## config.mk

```make
export PLATFORM = sky130hd
export DESIGN_NAME = game_ctrl_flat
export DESIGN_NICKNAME = d
export VERILOG_FILES = /design/src/rtl/game_pkg.sv /design/src/rtl/game_ctrl_if.sv /design/src/rtl/bcd2_counter.sv /design/src/rtl/game_ctrl.sv /design/src/flat_wrapper.sv
export SDC_FILE = /design/constraint.sdc
export NUM_CORES = 1
export LEC_CHECK = 0
export BUFFER_PORTS_ARGS = -buffer_cell sky130_fd_sc_hd__buf_2
export CAP_MARGIN = 20
export CORE_UTILIZATION = 40
export CTS_CLUSTER_SIZE = 12
export DETAILED_ROUTE_END_ITERATION = 12
export HOLD_SLACK_MARGIN = 0.03
export SLEW_MARGIN = 20
export SYNTH_ARGS = -nofsm -noshare
export SYNTH_HDL_FRONTEND = slang
export SYNTH_SLANG_ARGS = --single-unit
```

## constraint.sdc

```tcl
create_clock -name clk -period 3.5 [get_ports clk]
set_input_delay 0.7 -clock clk [delete_from_list [all_inputs] [get_ports clk]]
set_output_delay 0.7 -clock clk [all_outputs]
set_load 0.01 [all_outputs]
```

## src/rtl/game_pkg.sv

```systemverilog
// game_pkg: shared state encoding and constants for the game sequencer
package game_pkg;
  typedef enum logic [1:0] {
    ST_IDLE    = 2'd0,
    ST_PLAYING = 2'd1,
    ST_HIT     = 2'd2,
    ST_OVER    = 2'd3
  } state_t;
  localparam logic [9:0] LED_ALL_ON = 10'h3FF;
  localparam logic [7:0] BCD_MAX    = 8'h99;
endpackage

```

## src/rtl/game_ctrl_if.sv

```systemverilog
// game_ctrl_if: player/video inputs and display/motion outputs of the game sequencer
interface game_ctrl_if;
  import game_pkg::*;
  logic       flap, bird_color, pipe_color;
  logic       run, new_high;
  state_t     state;
  logic [3:0] score_ones, score_tens, hi_ones, hi_tens;
  logic [9:0] led;
  modport master (
    output flap, bird_color, pipe_color,
    input  run, state, score_ones, score_tens, hi_ones, hi_tens, new_high, led
  );
  modport slave (
    input  flap, bird_color, pipe_color,
    output run, state, score_ones, score_tens, hi_ones, hi_tens, new_high, led
  );
endinterface

```

## src/rtl/bcd2_counter.sv

```systemverilog
// bcd2_counter: two-digit BCD counter with clear, increment enable and saturation at 99
module bcd2_counter
  import game_pkg::*;
(
  input  logic       clk,
  input  logic       rst,
  input  logic       clr,
  input  logic       inc,
  output logic [3:0] ones,
  output logic [3:0] tens
);
  always_ff @(posedge clk)
    if (rst || clr) begin
      ones <= '0;
      tens <= '0;
    end else if (inc && {tens, ones} != BCD_MAX) begin
      ones <= (ones == 4'd9) ? 4'd0 : ones + 4'd1;
      tens <= (ones == 4'd9) ? tens + 4'd1 : tens;
    end
endmodule

```

## src/rtl/game_ctrl.sv

```systemverilog
// game_ctrl: Flappy Bird play sequencer, score and LED flash; define HISCORE_EN to keep a high score
module game_ctrl
  import game_pkg::*;
#(
  parameter int TICK_CYCLES    = 75000000,
  parameter int FLASH_CYCLES   = 25000000,
  parameter int HIT_CYCLES     = 50000000,
  parameter int COLLIDE_CYCLES = 2
) (
  input  logic         clk,
  input  logic         reset_game,
  game_ctrl_if.slave   bus
);
  localparam int TW = $clog2(TICK_CYCLES + 1);
  localparam int FW = $clog2(FLASH_CYCLES + 1);
  localparam int HW = $clog2(HIT_CYCLES + 1);
  localparam int CW = $clog2(COLLIDE_CYCLES + 1);
  state_t          st;
  logic            flap_q, run_q;
  logic [9:0]      led_q;
  logic [TW-1:0]   tick_cnt;
  logic [FW-1:0]   flash_cnt;
  logic [HW-1:0]   hit_cnt;
  logic [CW-1:0]   col_cnt;
  logic            flap_pulse, overlap, hit_now, tick_wrap, flash_wrap;
  assign flap_pulse = bus.flap & ~flap_q;
  assign overlap    = bus.bird_color & bus.pipe_color;
  assign hit_now    = st == ST_PLAYING && overlap && col_cnt == CW'(COLLIDE_CYCLES - 1);
  assign tick_wrap  = tick_cnt == TW'(TICK_CYCLES - 1);
  assign flash_wrap = flash_cnt == FW'(FLASH_CYCLES - 1);
  // a collision on the wrap cycle suppresses that increment
  bcd2_counter u_score (
    .clk  (clk),
    .rst  (reset_game),
    .clr  (st == ST_IDLE && flap_pulse),
    .inc  (st == ST_PLAYING && tick_wrap && !hit_now),
    .ones (bus.score_ones),
    .tens (bus.score_tens)
  );
  always_ff @(posedge clk)
    if (reset_game) begin
      st        <= ST_IDLE;
      flap_q    <= 1'b0;
      run_q     <= 1'b0;
      led_q     <= '0;
      tick_cnt  <= '0;
      flash_cnt <= '0;
      hit_cnt   <= '0;
      col_cnt   <= '0;
    end else begin
      flap_q <= bus.flap;
      case (st)
        ST_IDLE: if (flap_pulse) begin
          st       <= ST_PLAYING;
          run_q    <= 1'b1;
          tick_cnt <= '0;
          col_cnt  <= '0;
        end
        ST_PLAYING: begin
          col_cnt  <= overlap ? col_cnt + 1'b1 : '0;
          tick_cnt <= tick_wrap ? '0 : tick_cnt + 1'b1;
          if (hit_now) begin
            st      <= ST_HIT;
            run_q   <= 1'b0;
            hit_cnt <= '0;
          end
        end
        ST_HIT: begin
          hit_cnt <= hit_cnt + 1'b1;
          if (hit_cnt == HW'(HIT_CYCLES - 1)) begin
            st        <= ST_OVER;
            led_q     <= LED_ALL_ON;
            flash_cnt <= '0;
          end
        end
        default: begin
          flash_cnt <= flash_wrap ? '0 : flash_cnt + 1'b1;
          led_q     <= flap_pulse ? '0 : flash_wrap ? ~led_q : led_q;
          st        <= flap_pulse ? ST_IDLE : ST_OVER;
        end
      endcase
    end
  assign bus.state = st;
  assign bus.run   = run_q;
  assign bus.led   = led_q;
`ifdef HISCORE_EN
  logic [7:0] hi;
  logic       over_q, new_high_q, load;
  // over_q marks the first OVER cycle, where the final score is compared once
  assign load = st == ST_OVER && !over_q && {bus.score_tens, bus.score_ones} > hi;
  always_ff @(posedge clk)
    if (reset_game) begin
      hi         <= '0;
      over_q     <= 1'b0;
      new_high_q <= 1'b0;
    end else begin
      over_q     <= st == ST_OVER;
      new_high_q <= load;
      hi         <= load ? {bus.score_tens, bus.score_ones} : hi;
    end
  assign bus.hi_tens  = hi[7:4];
  assign bus.hi_ones  = hi[3:0];
  assign bus.new_high = new_high_q;
`else
  assign bus.hi_tens  = '0;
  assign bus.hi_ones  = '0;
  assign bus.new_high = 1'b0;
`endif
endmodule

```

## src/flat_wrapper.sv

```systemverilog
// flat-port wrapper written by rule: the top's interface ports become plain ports
module game_ctrl_flat import game_pkg::*;
#(
  parameter int TICK_CYCLES    = 75000000,
  parameter int FLASH_CYCLES   = 25000000,
  parameter int HIT_CYCLES     = 50000000,
  parameter int COLLIDE_CYCLES = 2
)
  (clk, reset_game, bus_flap, bus_bird_color, bus_pipe_color, bus_run, bus_state, bus_score_ones, bus_score_tens, bus_hi_ones, bus_hi_tens, bus_new_high, bus_led);
  game_ctrl_if bus_i ();
  input  logic clk;
  input  logic reset_game;
  input wire logic [$bits(bus_i.flap)-1:0] bus_flap;
  input wire logic [$bits(bus_i.bird_color)-1:0] bus_bird_color;
  input wire logic [$bits(bus_i.pipe_color)-1:0] bus_pipe_color;
  output wire logic [$bits(bus_i.run)-1:0] bus_run;
  output wire logic [$bits(bus_i.state)-1:0] bus_state;
  output wire logic [$bits(bus_i.score_ones)-1:0] bus_score_ones;
  output wire logic [$bits(bus_i.score_tens)-1:0] bus_score_tens;
  output wire logic [$bits(bus_i.hi_ones)-1:0] bus_hi_ones;
  output wire logic [$bits(bus_i.hi_tens)-1:0] bus_hi_tens;
  output wire logic [$bits(bus_i.new_high)-1:0] bus_new_high;
  output wire logic [$bits(bus_i.led)-1:0] bus_led;
  assign bus_i.flap = bus_flap;
  assign bus_i.bird_color = bus_bird_color;
  assign bus_i.pipe_color = bus_pipe_color;
  assign bus_run = bus_i.run;
  assign bus_state = bus_i.state;
  assign bus_score_ones = bus_i.score_ones;
  assign bus_score_tens = bus_i.score_tens;
  assign bus_hi_ones = bus_i.hi_ones;
  assign bus_hi_tens = bus_i.hi_tens;
  assign bus_new_high = bus_i.new_high;
  assign bus_led = bus_i.led;
  game_ctrl #(.TICK_CYCLES(TICK_CYCLES), .FLASH_CYCLES(FLASH_CYCLES), .HIT_CYCLES(HIT_CYCLES), .COLLIDE_CYCLES(COLLIDE_CYCLES)) u_core (.clk(clk), .reset_game(reset_game), .bus(bus_i));
endmodule
```

==> flow_summary.yaml, run 1 <==
cts:
  cts_hold_buf: 0
  clkTransAtPathRegs_ns: 0.07
  clock_path_buffers: 2
  cts.repair.resized: 0
  cts_tree: "built"
  h-tree-depth: 3
  cts_buffers: 9
  postCtsSetupRepairBufs: 0
  clk_latency_ns: 0.35
  root_buffer: "clkbuf_16"
  clkSinkCount: 102
floorplanning:
  start_util: 0.414
  core_mm2: 0.0127
  die-width_um: 117
  die_h_um: 117
  fp-row-count: 41
  ios: 35
  dieArea_mm2: 0.0136
synthesis:
  syn_area_mm2: 0.00527
  yosysMostFrequentCell: "dfxtp_1"
  yosys-top-cells-area: "dfxtp_1 (39%), xor2_1 (4.8%), nor2_1 (4.8%), nand4_1 (4.0%), nand2_1 (4.0%)"
  ys_types: 63
  post-synth-top-area-cell: "dfxtp_1"
  synth-main-ff-cell: "dfxtp_1"
  synth.yosys.seq_area_share: 0.387
  synth_top_cells_by_count: "dfxtp_1 (102), nor2_1 (67), nand2_1 (56), nand4_1 (34), nand3_1 (33)"
  yosys.area.top_type_share: 0.387
  synth_edf_count: 0
  synthArstFlopShare: 0
  synth-seq-cells: 102
  ys_warn_count: 0
  syn_area_per_cell_um2: 8.35
  synthCells: 631
layout:
  synthToLayoutAreaGrowth_pct: 10.8
  drive_gt1_frac: 0.0934
  antenna_cells: 0
  fin_nets: 663
  utilization: 0.459
  fin_cells: 825
  fill_cells: 1269
critical_path:
  worst-r2r-setup-slack_ns: 0.82
  worstPathMaxFanout: 16
  rr_worst_depth: 5
  worst_setup_path_end_kind: "flop"
  critPathKind: "reg -> reg"
  reg2reg_from: "u_core.tick_cnt[10]$_SDFFE_PP0P_"
  critPathLaunch: "u_core.tick_cnt[10]$_SDFFE_PP0P_"
  startpoint_type: "flop"
  reg2reg_to: "u_core.tick_cnt[10]$_SDFFE_PP0P_"
  crit_required_ns: 3.71
  endpoint: "u_core.tick_cnt[10]$_SDFFE_PP0P_"
  cp.arrival_ns: 2.89
timing:
  post-route-min-period_ns: 2.68
  slew-limit-headroom: 0.404
  finalHoldViolations: 0
  clock_skew_ns: 0.0110
  slew_violations: 0
  fin_setup_tns_ns: 0
  worst_slew_pin_slew_ns: 0.885
  finalCritPeriodShare: 0.765
  setup_violations: 0
  clock.fmax_mhz: 373
  rsz0062_at_grt: "false"
pwr:
  power.leakage_nw: 1.98
  ir_drop_mv: 0.295
  power.density_mw_per_mm2: 490
routing:
  vias: 4583
  via_per_inst: 5.56
  final_antenna_net_count: 0
  wl_per_cell_um: 14.5
  wl_um: 11900
  dr.pass1.iters: 6
  drt_iter0_markers: 300
  drc: 0
worst_hold_path:
  whs_path_depth: 1
  hold_class: "reg -> reg"
placement:
  place_inst: 809
  io_buffers: 25
  dp_hpwl_um: 8530
  gp_congestion: 0.828
global_routing:
  grt_overflow_total: 0
  grt_max_degree: 26
  grt.total_usage: 0.187
  grt_antenna_before_repair: 0
  grt_pass1_wl_um: 20100
  first_global_vias: 4112
job:
  drv_cap: 0
outcome:
  status: "finished clean"
-- metal layers --
metal | vias up | global-route usage | part of all wire
met3 | 11 | 0.0597 | 0.043
met5 | - | 0 | 0
met4 | 0 | 0.0489 | 0.011
li1 | 2312 | - | -
met2 | 79 | 0.297 | 0.46
met1 | 2181 | 0.246 | 0.48
-- through the flow --
step	cell area (µm²)	total power [mW]	hold slack (ns)	setup WS, ns
final	5840	2.86	0.454	0.822
after floorplan	5300	1.69	0.442	1.21
after global placement	5530	1.82	0.442	0.907
after detailed placement	5530	1.83	0.448	0.823
after CTS	5840	2.89	0.457	0.808
after global routing	5840	3.01	0.480	0.627
-- power breakdown --
group,internal (mW),switching (mW)
combinational,0.162,0.406
sequential,1.20,0.0477
clock,0.615,0.430
total,1.98,0.884
-- layout by cell type, fill, tap and decap left out, types with 7 or more instances in the layout --
master and n:
buf_2 25, o21ai_0 19, xnor2_1 17, nor4_1 14, and4_1 7, ha_1 10, nand3_1 33, nand2b_1 8
inv_1 27, nor2b_1 7, nand4_1 34, xor2_1 29, buf_4 7, a31oi_1 22, nand2_1 56, clkbuf_16 9
mux2i_1 14, a21oi_1 25, a41oi_1 9, nor4b_1 8, conb_1 9, nor3_1 12, dfxtp_1 102, nor2_1 67
-- cell families (layout without fill, tap and decap cells) --
kind of cell               count (synthesis)  in the layout  synth area share
adders and majority gates                 10             10            0.0237
buffers and inverters                     61             75            0.0508
DFF                                      102            102             0.387
and+or+nand+nor                          285            285             0.290
muxes                                     14             14            0.0266
AOI/OAI and AO/OA                        112            112             0.145
other                                      1              9          0.000712
xor gates and xnor gates                  46             46            0.0764
-- worst max-delay path, stage by stage, from the launching register on --
cell,delay [ns]
dfxtp_1,0.36
or4b_2,0.69
nor4_2,0.39
a21boi_1,0.35
o21ai_2,0.64
nor2_1,0.11
-- worst min path at each step --
stage / startpoint / endpoint / slack [ns]
after floorplan: u_core.flash_cnt[24]$_SDFFE_PP0P_ / u_core.flash_cnt[24]$_SDFFE_PP0P_ / 0.44
after global placement: u_core.bus.led[9]$_SDFFE_PP0P_ / u_core.bus.led[9]$_SDFFE_PP0P_ / 0.44
after detailed placement: u_core.bus.led[9]$_SDFFE_PP0P_ / u_core.bus.led[9]$_SDFFE_PP0P_ / 0.45
after CTS: u_core.bus.led[9]$_SDFFE_PP0P_ / u_core.bus.led[9]$_SDFFE_PP0P_ / 0.46
after global routing: u_core.bus.led[6]$_SDFFE_PP0P_ / u_core.bus.led[6]$_SDFFE_PP0P_ / 0.48
final: u_core.bus.led[9]$_SDFFE_PP0P_ / u_core.bus.led[9]$_SDFFE_PP0P_ / 0.45
-- layout make-up --
class | count | area (µm²) | area share
timing repair buffer | 32 | 178 | 0.0304
inverter | 27 | 101 | 0.0174
multi-input combinational | 476 | 2990 | 0.512
clock inverter | 2 | 38.8 | 0.00664
clock buffer | 14 | 274 | 0.0469
sequential | 102 | 2040 | 0.350
tap | 172 | 215 | 0.0368
-- state kept, by name, indices dropped and copies added (netlist names) --
signal and cells:
u_core.bus.state 2, u_core.hit_cnt 26, u_core.u_score.ones 4, u_core.bus.run 1, u_core.bus.led 10, u_core.flash_cnt 25
u_core.col_cnt 2, u_core.flap_q 1, u_core.u_score.tens 4, u_core.tick_cnt 27
(Power assumes the default switching activity.)
==> inputs of run 2 (changes only) <==
==> constraint.sdc (replaced) <==
create_clock -name clk -period 2.6 [get_ports clk]
set_input_delay 0.52 -clock clk [delete_from_list [all_inputs] [get_ports clk]]
set_output_delay 0.52 -clock clk [all_outputs]
set_load 0.01 [all_outputs]
==> flow_summary.yaml, run 2 (synthesis gave the netlist of run 1 again) <==
placement:
  gp_congestion: 0.826
  place_area_mm2: 0.00561
  dp_hpwl_um: 8740
  io_buffers: 25
  place_ws_ns: 0.241
  place_inst: 820
pwr:
  power.leakage_nw: 2.04
  power.density_mw_per_mm2: 670
  ir_drop_mv: 0.365
timing:
  slew_violations: 0
  clock.fmax_mhz: 425
  finalHoldViolations: 0
  setup_ws_ns: 0.247
  slew-limit-headroom: 0.548
  clock_skew_ns: 0.00581
  post-route-min-period_ns: 2.35
  worst_slew_pin_slew_ns: 0.677
  fin_setup_tns_ns: 0
  finalCritPeriodShare: 0.905
  rsz0062_at_grt: "false"
  setup_violations: 0
cts:
  cts_tree: "built"
  clock_path_buffers: 2
  cts_buffers: 9
  cts.repair.resized: 0
  clkTransAtPathRegs_ns: 0.07
  cts_hold_buf: 0
  clk_latency_ns: 0.35
  h-tree-depth: 3
  root_buffer: "clkbuf_16"
  postCtsSetupRepairBufs: 0
  clkSinkCount: 102
critical_path:
  worst_setup_path_end_kind: "flop"
  startpoint_type: "flop"
  critPathKind: "reg -> reg"
  cpMostUsedCell: "buf_4"
  reg2reg_from: "u_core.bus.state[0]$_SDFFE_PP0P_"
  rr_worst_depth: 9
  worst-r2r-setup-slack_ns: 0.25
  reg2reg_to: "u_core.tick_cnt[12]$_SDFFE_PP0P_"
  cp.arrival_ns: 2.60
  worstPathMaxFanout: 6
  crit_required_ns: 2.85
  critPathMaxStageDelay_ns: 0.64
  critical-path-slowest-cell: "a2111oi_0"
  crit_chain: "inv_1, ha_1, buf_4, nand2b_1, a2111oi_0, buf_4, nand3_1, xor2_1, nor2_1"
layout:
  synthToLayoutAreaGrowth_pct: 12.4
  drive_gt1_frac: 0.108
  fill_cells: 1272
  final_cell_mix: "dfxtp_1 (102), nor2_1 (67), nand2_1 (56)"
  stdcell_area_mm2: 0.00593
  layout_commonest_cell: "dfxtp_1"
  fin_cells: 836
  largest_reg_flops: 27
  fin_nets: 674
  antenna_cells: 0
  regMostFlops: "u_core.tick_cnt"
  top_regs: "u_core.tick_cnt: 27 flops, u_core.hit_cnt: 26 flops, u_core.flash_cnt: 25 flops"
floorplanning:
  die-width_um: 117
  start_util: 0.414
  core_mm2: 0.0127
  ios: 35
  fp-row-count: 41
  dieArea_mm2: 0.0136
  die_h_um: 117
worst_hold_path:
  hold_class: "in -> reg"
  min_delay_worst_endpoint: "u_core.flap_q$_SDFF_PP0_"
  whs_path_depth: 2
  hold_start: "bus_flap"
global_routing:
  grt_overflow_total: 0
  grt_pass1_wl_um: 20700
  grt_max_degree: 26
  grt.total_usage: 0.194
  grt_antenna_before_repair: 0
  first_global_vias: 4295
routing:
  drc: 0
  vias: 4645
  final_antenna_net_count: 0
  dr.pass1.iters: 6
  drt_iter0_markers: 245
  wl_per_cell_um: 14.7
  wl_um: 12300
  via_per_inst: 5.56
job:
  drv_cap: 0
outcome:
  status: "finished clean"
[run 2: metal layers]
metal | global-route usage | part of all wire | vias up
met5 | 0 | 0 | -
met4 | 0.0540 | 0.015 | 0
met3 | 0.0520 | 0.043 | 12
met2 | 0.316 | 0.46 | 82
met1 | 0.252 | 0.48 | 2207
li1 | - | - | 2344
[run 2: metrics by stage]
step / util / hold slack [ns] / total power [mW]
6_report: 0.466 / 0.448 / 3.97
5_1_grt: 0.466 / 0.467 / 4.17
4_1_cts: 0.466 / 0.444 / 4.00
3_5_place_dp: 0.441 / 0.451 / 2.54
3_3_place_gp: 0.441 / 0.441 / 2.52
2_1_floorplan: - / 0.442 / 2.27
[run 2: how the worst max path moves through the flow]
stage                                             to                             start  cells past startpoint
floorplan            u_core.hit_cnt[12]$_SDFFE_PP0P_  u_core.bus.state[1]$_SDFFE_PP0P_                      7
global placement    u_core.tick_cnt[14]$_SDFFE_PP0P_  u_core.bus.state[1]$_SDFFE_PP0P_                      9
detailed placement  u_core.tick_cnt[14]$_SDFFE_PP0P_  u_core.bus.state[1]$_SDFFE_PP0P_                      9
CTS                 u_core.tick_cnt[14]$_SDFFE_PP0P_  u_core.bus.state[1]$_SDFFE_PP0P_                      9
global route        u_core.flash_cnt[2]$_SDFFE_PP0P_  u_core.bus.state[1]$_SDFFE_PP0P_                      7
finish              u_core.tick_cnt[12]$_SDFFE_PP0P_  u_core.bus.state[0]$_SDFFE_PP0P_                      9
[run 2: layout make-up]
| class | instances | area (µm²) | area share |
|---|---|---|---|
| Clock buffer | 12 | 246 | 0.0416 |
| Clock inverter | 4 | 70.1 | 0.0118 |
| Inverter | 27 | 101 | 0.0171 |
| Multi-Input combinational cell | 476 | 2990 | 0.505 |
| Sequential cell | 102 | 2040 | 0.345 |
| Tap cell | 172 | 215 | 0.0363 |
| Timing Repair Buffer | 43 | 260 | 0.0439 |
[run 2: critical path: cells and delay by family, from the launching register on]
kind / cells / cell delay (ns)
buffers and inverters: 3 / 0.48
AND/OR/NAND/NOR: 3 / 0.36
adder cells (fa/ha/maj): 1 / 0.22
flip-flops: 1 / 0.41
AO/OA/AOI/OAI: 1 / 0.64
XOR/XNOR: 1 / 0.15
[run 2: report_power, final]
part | internal (mW) | total [mW] | switching, mW
clock | 0.868 | 1.46 | 0.592
sequential | 1.61 | 1.68 | 0.0666
combinational | 0.266 | 0.831 | 0.565
==> inputs of run 3 (changes only) <==
--- a/config.mk
+++ b/config.mk
@@ -7,10 +7,13 @@
 export LEC_CHECK = 0
 export BUFFER_PORTS_ARGS = -buffer_cell sky130_fd_sc_hd__buf_2
 export CAP_MARGIN = 20
-export CORE_UTILIZATION = 40
+export CELL_PAD_IN_SITES_DETAIL_PLACEMENT = 2
+export CELL_PAD_IN_SITES_GLOBAL_PLACEMENT = 2
+export CORE_UTILIZATION = 37
 export CTS_CLUSTER_SIZE = 12
 export DETAILED_ROUTE_END_ITERATION = 12
 export HOLD_SLACK_MARGIN = 0.03
+export PLACE_DENSITY_LB_ADDON = 0.1
 export SLEW_MARGIN = 20
 export SYNTH_ARGS = -nofsm -noshare
 export SYNTH_HDL_FRONTEND = slang
==> flow_summary.yaml, run 3 (synthesis gave the netlist of run 1 again) <==
outcome:
  status: "finished clean"
timing:
  rsz0062_at_grt: "false"
  worst_slew_pin_slew_ns: 0.618
  fin_setup_tns_ns: 0
  clock.fmax_mhz: 406
  setup_violations: 0
  finalHoldViolations: 0
  fin_worst_hold_slack_ns: 0.460
  post-route-min-period_ns: 2.46
  clock_skew_ns: 0.00946
  slew-limit-headroom: 0.584
  slew_violations: 0
  finalCritPeriodShare: 0.948
critical_path:
  rr_worst_depth: 6
  reg2reg_to: "u_core.bus.led[7]$_SDFFE_PP0P_"
  worst-r2r-setup-slack_ns: 0.14
  crit_chain: "ha_1, nand3_2, nor4_4, or4b_1, a211o_1, mux2i_1"
  cp_top_family: "simple AND/OR/NAND/NOR gates"
  reg2reg_from: "u_core.flash_cnt[0]$_SDFFE_PP0P_"
  critical-path-slowest-cell: "dfxtp_1"
  worstPathMaxFanout: 10
  critPathMaxStageDelay_ns: 0.47
  crit_required_ns: 2.87
  cp.arrival_ns: 2.74
  worst_setup_path_end_kind: "flop"
  startpoint_type: "flop"
  critPathKind: "reg -> reg"
  worst-path-buf-inv: 0
routing:
  via_per_inst: 5.71
  final_antenna_net_count: 0
  wl_um: 15900
  dr.pass1.iters: 4
  wl_per_cell_um: 18.7
  vias: 4855
  drc: 0
  drt_iter0_markers: 160
pwr:
  p_sw_frac: 0.321
  seq_power_share: 0.416
  power.leakage_nw: 2.08
  p_int_mw: 2.74
  comb_power_share: 0.222
  p_clk_frac: 0.362
  ir_drop_mv: 0.372
  power.density_mw_per_mm2: 672
  p_sw_mw: 1.30
global_routing:
  grt_pass1_wl_um: 26500
  grt_overflow_total: 0
  grt.total_usage: 0.227
  grt_max_degree: 26
  grt_antenna_before_repair: 0
  first_global_vias: 5149
cts:
  clock_path_buffers: 2
  cts_tree: "built"
  h-tree-depth: 3
  cts_buffers: 9
  clkTransAtPathRegs_ns: 0.07
  clkSinkCount: 102
  postCtsSetupRepairBufs: 0
  root_buffer: "clkbuf_16"
  clk_latency_ns: 0.35
floorplanning:
  core_mm2: 0.0139
  die_h_um: 121
  start_util: 0.380
  fp-row-count: 43
  ios: 35
  die-width_um: 121
  dieArea_mm2: 0.0147
layout:
  top_regs: "u_core.tick_cnt: 27 flops, u_core.hit_cnt: 26 flops, u_core.flash_cnt: 25 flops"
  final_cell_mix: "dfxtp_1 (102), nor2_1 (67), nand2_1 (55)"
  synthToLayoutAreaGrowth_pct: 14.1
  regMostFlops: "u_core.tick_cnt"
  antenna_cells: 0
  drive_gt1_frac: 0.122
  largest_reg_flops: 27
  fin_nets: 681
  stdcell_area_mm2: 0.00601
  fin_cells: 851
  layout_commonest_cell: "dfxtp_1"
placement:
  place_inst: 835
  place_area_mm2: 0.00568
  dp_hpwl_um: 11600
  io_buffers: 25
  gp_congestion: 0.799
worst_hold_path:
  min_delay_worst_endpoint: "u_core.bus.led[1]$_SDFFE_PP0P_"
  hold_class: "reg -> reg"
  whs_path_depth: 1
  hold_start: "u_core.bus.led[1]$_SDFFE_PP0P_"
job:
  drv_cap: 0
-- run 3: worst max-delay path by stage --
stage | startpoint | to | cells after the start
global route | u_core.flash_cnt[0]$_SDFFE_PP0P_ | u_core.bus.led[0]$_SDFFE_PP0P_ | 6
global placement | u_core.bus.state[0]$_SDFFE_PP0P_ | u_core.flash_cnt[12]$_SDFFE_PP0P_ | 9
finish | u_core.flash_cnt[0]$_SDFFE_PP0P_ | u_core.bus.led[7]$_SDFFE_PP0P_ | 6
CTS | u_core.bus.state[1]$_SDFFE_PP0P_ | u_core.flash_cnt[12]$_SDFFE_PP0P_ | 9
floorplan | u_core.bus.state[1]$_SDFFE_PP0P_ | u_core.hit_cnt[12]$_SDFFE_PP0P_ | 7
detailed placement | u_core.bus.state[1]$_SDFFE_PP0P_ | u_core.flash_cnt[12]$_SDFFE_PP0P_ | 9
-- run 3: what timing repair did --
| action | CTS | global route |
|---|---|---|
| endpoints found under the setup margin | 0 | 18 |
| hold buffers | 0 | 0 |
| gates resized for setup | 0 | 3 |
-- run 3: per-layer routing --
layer / part of all wire / track usage
met5: 0 / 0
met4: 0.013 / 0.0610
met3: 0.016 / 0.0367
met2: 0.53 / 0.414
met1: 0.45 / 0.273
-- run 3: through the flow --
| stage | setup WS (ns) | utilization | power (mW) |
|---|---|---|---|
| floorplan | 0.312 | - | 2.27 |
| global placement | 0.232 | 0.410 | 2.55 |
| global route | 0.00583 | 0.433 | 4.26 |
| detailed placement | 0.0534 | 0.410 | 2.61 |
| CTS | 0.0125 | 0.433 | 4.08 |
| finish | 0.135 | 0.433 | 4.04 |
-- run 3: layout make-up --
class                           instances  area, µm²
Inverter                               27        101
Tap cell                              180        225
Fill cell                            1590       7870
Clock buffer                           14        284
Multi-Input combinational cell        476       3010
Timing Repair Buffer                   50        313
Clock inverter                          2       37.5
Sequential cell                       102       2040
-- run 3: worst reg2reg max path: cells and delay by family, from the launching register on --
| kind | cells | cell delay [ns] |
|---|---|---|
| fa+ha+maj | 1 | 0.28 |
| compound gates | 1 | 0.46 |
| flops | 1 | 0.47 |
| mux | 1 | 0.20 |
| simple gates | 3 | 0.97 |
-- run 3: power by group through the flow --
stage	combinational [mW]	clock (mW)	sequential (mW)
global route	0.988	1.58	1.69
floorplan	0.565	0	1.70
detailed placement	0.890	0	1.72
CTS	0.900	1.50	1.68
finish	0.896	1.46	1.68
global placement	0.840	0	1.71
